[config.mk]
export PLATFORM = sky130hd
export DESIGN_NAME = xs3_to_bcd_serial
export DESIGN_NICKNAME = d
export VERILOG_FILES = /design/src/rtl/xs3_pkg.sv /design/src/rtl/xs3_digit_dec.sv /design/src/rtl/xs3_to_bcd_serial.sv
export SDC_FILE = /design/constraint.sdc
export NUM_CORES = 1
export LEC_CHECK = 0
export CAP_MARGIN = 10
export CORE_MARGIN = 8
export CORE_UTILIZATION = 49
export CTS_CLUSTER_DIAMETER = 200
export DETAILED_ROUTE_END_ITERATION = 8
export PLACE_DENSITY = 0.89
export SLEW_MARGIN = 30
export SYNTH_ARGS = -nofsm -noshare
export SYNTH_HDL_FRONTEND = slang
export SYNTH_SLANG_ARGS = --single-unit
[constraint.sdc]
create_clock -name clk -period 1.7 [get_ports clk]
set_input_delay 0.51 -clock clk [delete_from_list [all_inputs] [get_ports clk]]
set_output_delay 0.51 -clock clk [all_outputs]
set_load 0.03 [all_outputs]
[src/rtl/xs3_pkg.sv]
// ============================================================================
// xs3_pkg : shared constants and FSM state type for the Excess-3 decoder
// Revision: 1.0
// ============================================================================
`default_nettype none

package xs3_pkg;

  localparam logic [3:0] XS3_OFFSET  = 4'd3;
  localparam logic [3:0] XS3_MIN     = 4'd3;
  localparam logic [3:0] XS3_MAX     = 4'd12;
  localparam logic [3:0] BCD_INVALID = 4'hF;

  typedef enum logic [1:0] {
    IDLE = 2'd0,
    CONV = 2'd1,
    DONE = 2'd2
  } state_t;

endpackage

`default_nettype wire

[src/rtl/xs3_digit_dec.sv]
// ============================================================================
// xs3_digit_dec : single-digit Excess-3 to BCD decode with invalid-code flag
// Revision: 1.0
// ============================================================================
`default_nettype none

module xs3_digit_dec
  import xs3_pkg::*;
(
  input  logic [3:0] code_i,
  output logic [3:0] bcd_o,
  output logic       err_o
);

  logic w_err;

  assign w_err = (code_i < XS3_MIN) || (code_i > XS3_MAX);
  assign err_o = w_err;
  assign bcd_o = w_err ? BCD_INVALID : (code_i - XS3_OFFSET);

endmodule

`default_nettype wire

[src/rtl/xs3_to_bcd_serial.sv]
// ============================================================================
// xs3_to_bcd_serial : multi-digit Excess-3 to packed BCD, one digit per clock
// Revision: 1.0
// ============================================================================
`default_nettype none

module xs3_to_bcd_serial
  import xs3_pkg::*;
#(
  parameter int DIGITS = 4
) (
  input  logic                clk,
  input  logic                rst,
  input  logic                in_valid,
  output logic                in_ready,
  input  logic [4*DIGITS-1:0] in_xs3,
  output logic                out_valid,
  input  logic                out_ready,
  output logic [4*DIGITS-1:0] out_bcd,
  output logic [DIGITS-1:0]   out_err_mask,
  output logic                out_err
);

  localparam int               W     = 4 * DIGITS;
  localparam int               CNT_W = $clog2(DIGITS) + 1;
  localparam logic [CNT_W-1:0] LAST  = CNT_W'(DIGITS - 1);

  state_t            state_q, state_d;
  logic [CNT_W-1:0]  cnt_q, cnt_d;
  logic [W-1:0]      sh_q, sh_d;
  logic [W-1:0]      bcd_q, bcd_d;
  logic [DIGITS-1:0] err_q, err_d;

  logic [3:0]        w_dig_bcd;
  logic              w_dig_err;
  logic [W+3:0]      w_bcd_cat;
  logic [DIGITS:0]   w_err_cat;

  xs3_digit_dec u_dec (
    .code_i (sh_q[3:0]),
    .bcd_o  (w_dig_bcd),
    .err_o  (w_dig_err)
  );

  // Decoded digit enters at the top so digit order matches the input after DIGITS shifts
  assign w_bcd_cat = {w_dig_bcd, bcd_q};
  assign w_err_cat = {w_dig_err, err_q};

  always_ff @(posedge clk or posedge rst) begin
    if (rst) begin
      state_q <= IDLE;
      cnt_q   <= '0;
      sh_q    <= '0;
      bcd_q   <= '0;
      err_q   <= '0;
    end else begin
      state_q <= state_d;
      cnt_q   <= cnt_d;
      sh_q    <= sh_d;
      bcd_q   <= bcd_d;
      err_q   <= err_d;
    end
  end

  always_comb begin
    state_d = state_q;
    cnt_d   = cnt_q;
    sh_d    = sh_q;
    bcd_d   = bcd_q;
    err_d   = err_q;
    unique case (state_q)
      IDLE: begin
        if (in_valid) begin
          sh_d    = in_xs3;
          cnt_d   = '0;
          bcd_d   = '0;
          err_d   = '0;
          state_d = CONV;
        end
      end
      CONV: begin
        sh_d  = sh_q >> 4;
        bcd_d = w_bcd_cat[W+3:4];
        err_d = w_err_cat[DIGITS:1];
        cnt_d = cnt_q + 1'b1;
        if (cnt_q == LAST) begin
          state_d = DONE;
        end
      end
      DONE: begin
        if (out_ready) begin
          state_d = IDLE;
        end
      end
      default: state_d = IDLE;
    endcase
  end

  assign in_ready     = (state_q == IDLE);
  assign out_valid    = (state_q == DONE);
  assign out_bcd      = bcd_q;
  assign out_err_mask = err_q;
  assign out_err      = |err_q;

endmodule

`default_nettype wire

# After elaboration in Yosys (flattened, before gate mapping)
# Index checks and enable logic that the tools add are counted.
dict set report totals {
  reg_bits 41
  input_bits 20
  out_inout_bits 23
  elab_cells 34
}
dict set report classes {
  add_sub_neg 2
  n_lt_le_gt_ge 2
  eq_ne 6
  muxes 13
  n_reduce_logical 6
}
# operator count
set op_table {}
lappend op_table {{16-bit one-hot mux with 2 select lines} 2}
lappend op_table {{16-bit two-way mux} 2}
lappend op_table {{4-bit two-way mux} 2}
lappend op_table {{4-bit one-hot mux with 2 select lines} 1}
lappend op_table {{2-bit two-way mux} 3}
lappend op_table {{2-bit one-hot mux with 3 select lines} 1}
lappend op_table {{3-bit one-hot mux with 2 select lines} 1}
lappend op_table {{4-bit greater-than comparator (second input constant)} 1}
lappend op_table {{4-bit by 2-bit < comparator with 1-bit output (second input constant)} 1}
lappend op_table {{2-bit != test (second input constant)} 2}
lappend op_table {{4-bit OR reduction} 1}
lappend op_table {{4-bit by 2-bit subtractor with 4-bit output (second input constant)} 1}
lappend op_table {{3-bit by 1-bit adder with 3-bit output (second input constant)} 1}
lappend op_table {{3-bit by 2-bit == test with 1-bit output (second input constant)} 1}
lappend op_table {{3-bit two-way mux} 1}
lappend op_table {{3-bit AND reduction} 1}
lappend op_table {{2-bit by 1-bit == test with 1-bit output (second input constant)} 1}
lappend op_table {{2-bit == test (second input constant)} 1}
lappend op_table {{2-bit logical NOT} 1}
lappend op_table {{2-bit by 1-bit != test with 1-bit output (second input constant)} 1}
lappend op_table {{2-bit AND reduction} 1}
lappend op_table {{2-bit nonzero test} 1}
lappend op_table {{1-bit logical OR} 1}

# Logic depth before layout (Yosys ltp)
dict set report logic_depth {
  ltp_word 4
  ltp_mapped 5
  mapped_depth_nobuf 5
}

# Hierarchy
# Synthesis repeated with hierarchy kept, for this count alone.
dict set report hier_totals {
  hier_cells 158
  hier_area_um2 1825.5
}
# module n_inst cells_each area_per_inst_um2 seq_area_each_um2
set modules_own_cells {}
lappend modules_own_cells {xs3_to_bcd_serial 1 141 1702.9 1026.0}
lappend modules_own_cells {xs3_digit_dec 1 17 122.6 0.0}

# Worst setup path before layout
# Ideal clock, no wire load.
dict set report synth_path {
  kind {reg2out}
  start {register err_q[3] (netlist: out_err_mask[3])}
  end {output out_err}
  t_arrival_ns 1.209
  required_time_ns 1.190
  slack_ns -0.019
  path_stages_with_launch 2
  path_buffers 0
  cell_sequence {dfrtp_1 or4_1}
}
dict set report synth_via {
  elab_chain_len 1
}
# item line_no
set synth_rtl {}
lappend synth_rtl {{from (decl)} xs3_to_bcd_serial.sv:32} ;# logic [DIGITS-1:0] err_q, err_d;
lappend synth_rtl {{from (signal assigned)} xs3_to_bcd_serial.sv:61} ;# err_q <= err_d;
lappend synth_rtl {{4-bit OR reduction} xs3_to_bcd_serial.sv:103} ;# assign out_err = |err_q;
lappend synth_rtl {{to (decl)} xs3_to_bcd_serial.sv:21} ;# output logic out_err
# Every way passes these cells.

# Final worst setup path
# Ends and elaborated chain as after synthesis.

==> impl_metrics.csv <==
group,metric,value,unit
routing,totalWireLength,3850,um
synth,synth-async-reset-ratio,1.00,
global_routing,grt_pass1_wl,6770,um
sta,period_needed,1.86,ns
layout,layout.cells.most_common_list,"sky130_fd_sc_hd__dfrtp_1, sky130_fd_sc_hd__nand2_1, sky130_fd_sc_hd__clkdlybuf4s50_1",
sta,finalHoldViolations,0,
routing,route.antenna.remaining_nets,0,
layout,layout.core_utilization,0.668,
routing,routedWlPerCell,14.4,um
worst_hold_path,holdCritPathClass,"flop to flop",
layout,final_layout_size_suffix_gt1_frac,0.155,
routing,drtIter0Drc,62,
worst_hold_path,hold-path-endpoint,"sh_q[7]",
sta,setup_repair_after_global_routing_missed_its_margin,"true",
synth,synth_edf_count,0,
synth,postSynthCellCount,164,
synth,mean_area_per_synthesized_cell,11.3,um^2
setup_path,rrSetupSlack,0.31,ns
setup_path,critical_path_required,1.19,ns
clock_tree,htree_num_levels,2,
sta,timing.final.crit_share,1.09,
placement,detailedPlacementHpwl,2930,um
global_routing,grt_pass1_vias,1471,
global_routing,grt_remaining_overflow,0,
global_routing,met2_track_utilization_from_global_routing,0.221,
synth,yosysUniqueCellTypes,29,
placement,gpl.final_weighted_congestion,0.757,
synth,postSynth.topFlopCell,"sky130_fd_sc_hd__dfrtp_1",
layout,filler_cell_count,308,
sta,totalNegativeSetupSlack,-0.156,ns
floorplan,core,0.00363,mm^2
clock_tree,cts_tree,"built",
synth,synth-seq-cells,41,
placement,placed_area,0.00237,mm^2
floorplan,die_span_in_x,77.4,um
global_routing,busiest_layer,"met2",
clock_tree,clock_path_buffers,2,
status,failed_checks,"negative setup slack",
placement,io_buffer_count,42,
routing,vias_per_cell,5.48,
sta,report.final.setup_viol,1,
setup_path,critical_path.reg2reg.endpoint,"out_err_mask[1]",
floorplan,std_cell_rows,22,
setup_path,crit_chain,"or4_4, buf_6",
clock_tree,clkSlewWorstSetupHoldPaths,0.07,ns
setup_path,worstReg2RegStart,"state_q[1]",
setup_path,worst_r2r_path_depth,4,
synth,syn-num-nets,188,
setup_path,critical_path.slowest_cell,"sky130_fd_sc_hd__or4_4",
floorplan,io_pins,43,
sta,max_freq,539,MHz
global_routing,groute.layer.met1.usage,0.163,
clock_tree,tritoncts.num_buffers,5,
routing,drt_pass1_iterations,4,
setup_path,critical_path_class,"flop to output port",
setup_path,start_kind,"flop",
synth,synth_warnings,0,
power,peakVddDrop,0.774,mV
layout,final_cell_area,0.00243,mm^2
routing,post-route-drc-count,0,
global_routing,gr_util_met3,0.0541,
synth,yosysSeqAreaShare,0.556,
clock_tree,clk_sink_count,41,
power,power_density,1980,mW/mm^2
layout,antennaDiodeCount,0,
flow_run,max_cap_viols,0,
layout,combined_area_of_the_multi_input_logic_cells,702,um^2
global_routing,groute.usage.overall,0.136,
layout,finalNonFillerCells,267,
sta,timing_worst_slew_pin_value,0.436,ns
setup_path,endpoint_type_of_the_worst_setup_path,"output port",
worst_hold_path,hold_start,"sh_q[7]",
global_routing,number_of_antenna_violations_at_the_first_check_in_global_routing,0,
setup_path,critical-path-max-stage-delay,0.53,ns
sta,timing.slew.headroom,0.709,
sta,maxSlewViolCount,0,
sta,fin_ws,-0.156,ns
layout,layout_nets,243,
floorplan,die_area,0.00599,mm^2
power,power.static_leakage,1.14,nW
setup_path,worstPathMaxFanout,2,
layout,layout.cells.most_common,"sky130_fd_sc_hd__dfrtp_1",
floorplan,die_height,77.4,um
status,run_status,"finished with violations",
synth,synth_area,0.00185,mm^2
layout,regArea,0.00103,mm^2
placement,dp_cells,260,
clock_tree,clk_root_buffer_cell,"sky130_fd_sc_hd__clkbuf_8",
setup_path,arrival,1.35,ns
floorplan,initial_core_utilization,0.508,
clock_tree,post-cts-setup-buffers,0,
worst_hold_path,hold_path_depth,2,
clock_tree,clock_insertion_delay_worst_skew,0.29,ns
layout,areaGrowthSynthToFinish,31.5,%
routing,num_vias,1464,
sta,fin_skew,0.00553,ns
global_routing,grt_start_max_net_pins,42,
==> final cells by class <==
cell class                 count  area share
timing repair buffer          59       0.219
tap                           48      0.0247
multi-input combinational    106       0.289
sequential                    41       0.423
clock buffer                   7      0.0356
inverter                       6     0.00928
==> sequential cells by signal (all words and copies together), names as in the netlist <==
name	count
cnt_q	3
out_err_mask	4
out_bcd	16
sh_q	16
state_q	2
==> metal layers <==
metal,wire length [um],share of wire
met1,1740,0.45
met2,1810,0.47
met3,268,0.070
met4,34,0.0088
met5,0,0
==> synth_stat cells, types with 2 or more instances <==
| library cell | number | area, um^2 |
|---|---|---|
| sky130_fd_sc_hd__nand2b_1 | 2 | 12.5 |
| sky130_fd_sc_hd__o211ai_1 | 2 | 15.0 |
| sky130_fd_sc_hd__ha_1 | 4 | 50.1 |
| sky130_fd_sc_hd__buf_2 | 3 | 15.0 |
| sky130_fd_sc_hd__a22oi_1 | 7 | 52.6 |
| sky130_fd_sc_hd__a21oi_1 | 5 | 25.0 |
| sky130_fd_sc_hd__nand2_1 | 23 | 86.3 |
| sky130_fd_sc_hd__a22o_1 | 16 | 140 |
| sky130_fd_sc_hd__and2_1 | 5 | 31.3 |
| sky130_fd_sc_hd__o21ai_0 | 18 | 90.1 |
| sky130_fd_sc_hd__buf_6 | 3 | 33.8 |
| sky130_fd_sc_hd__buf_4 | 4 | 30.0 |
| sky130_fd_sc_hd__xnor2_1 | 2 | 17.5 |
| sky130_fd_sc_hd__inv_1 | 6 | 22.5 |
| sky130_fd_sc_hd__dfrtp_1 | 41 | 1030 |
| sky130_fd_sc_hd__nor2b_1 | 4 | 25.0 |
| sky130_fd_sc_hd__a31oi_1 | 5 | 31.3 |
| sky130_fd_sc_hd__nor2_1 | 2 | 7.51 |
| sky130_fd_sc_hd__a22oi_2 | 2 | 25.0 |
==> cell families (layout without fill, tap and decap cells) <==
| group | count (synthesis) | count (layout) | synth area share |
|---|---|---|---|
| compound gates | 58 | 58 | 0.226 |
| simple gates | 42 | 42 | 0.116 |
| flops | 41 | 41 | 0.556 |
| xor+xnor | 2 | 2 | 0.00949 |
| fa+ha+maj | 4 | 4 | 0.0271 |
| buf+inv | 17 | 72 | 0.0658 |
==> worst max path at each step <==
stage / from / cells past startpoint / slack (ns) / end
after floorplan: state_q[1] / 3 / 0.03 / in_ready
final: out_err_mask[3] / 2 / -0.16 / out_err
after global routing: out_err_mask[3] / 2 / -0.20 / out_err
after detailed placement: out_err_mask[3] / 2 / -0.30 / out_err
after global placement: out_err_mask[3] / 2 / -0.28 / out_err
after CTS: out_err_mask[0] / 2 / -0.17 / out_err
==> through the flow <==
stage                     power, mW  hold WS (ns)  setup WS, ns
final                          4.81         0.483        -0.156
after global routing           5.16         0.503        -0.196
after CTS                      4.85         0.486        -0.167
after detailed placement       4.37         0.470        -0.297
after global placement         4.27         0.455        -0.283
after floorplan                3.48         0.442        0.0347
==> power breakdown <==
group          total, mW  switching (mW)  internal (mW)
registers           1.73           0.320           1.41
clock network      0.622           0.301          0.322
logic               2.46            1.39           1.07
==> what timing repair did <==
action,CTS,global route
endpoints found under the setup margin,21,3
gates resized for setup,27,4
hold endpoints to repair,0,0
hold buffers,0,0
pin swaps,1,1
==> worst max-delay path, delay by kind of cell (launching register included) <==
family	cells	cell delay, ns
buffers and inverters	1	0.15
flip-flops	1	0.38
AND/OR/NAND/NOR	1	0.53
No activity file was read; power rests on OpenSTA's default activity.
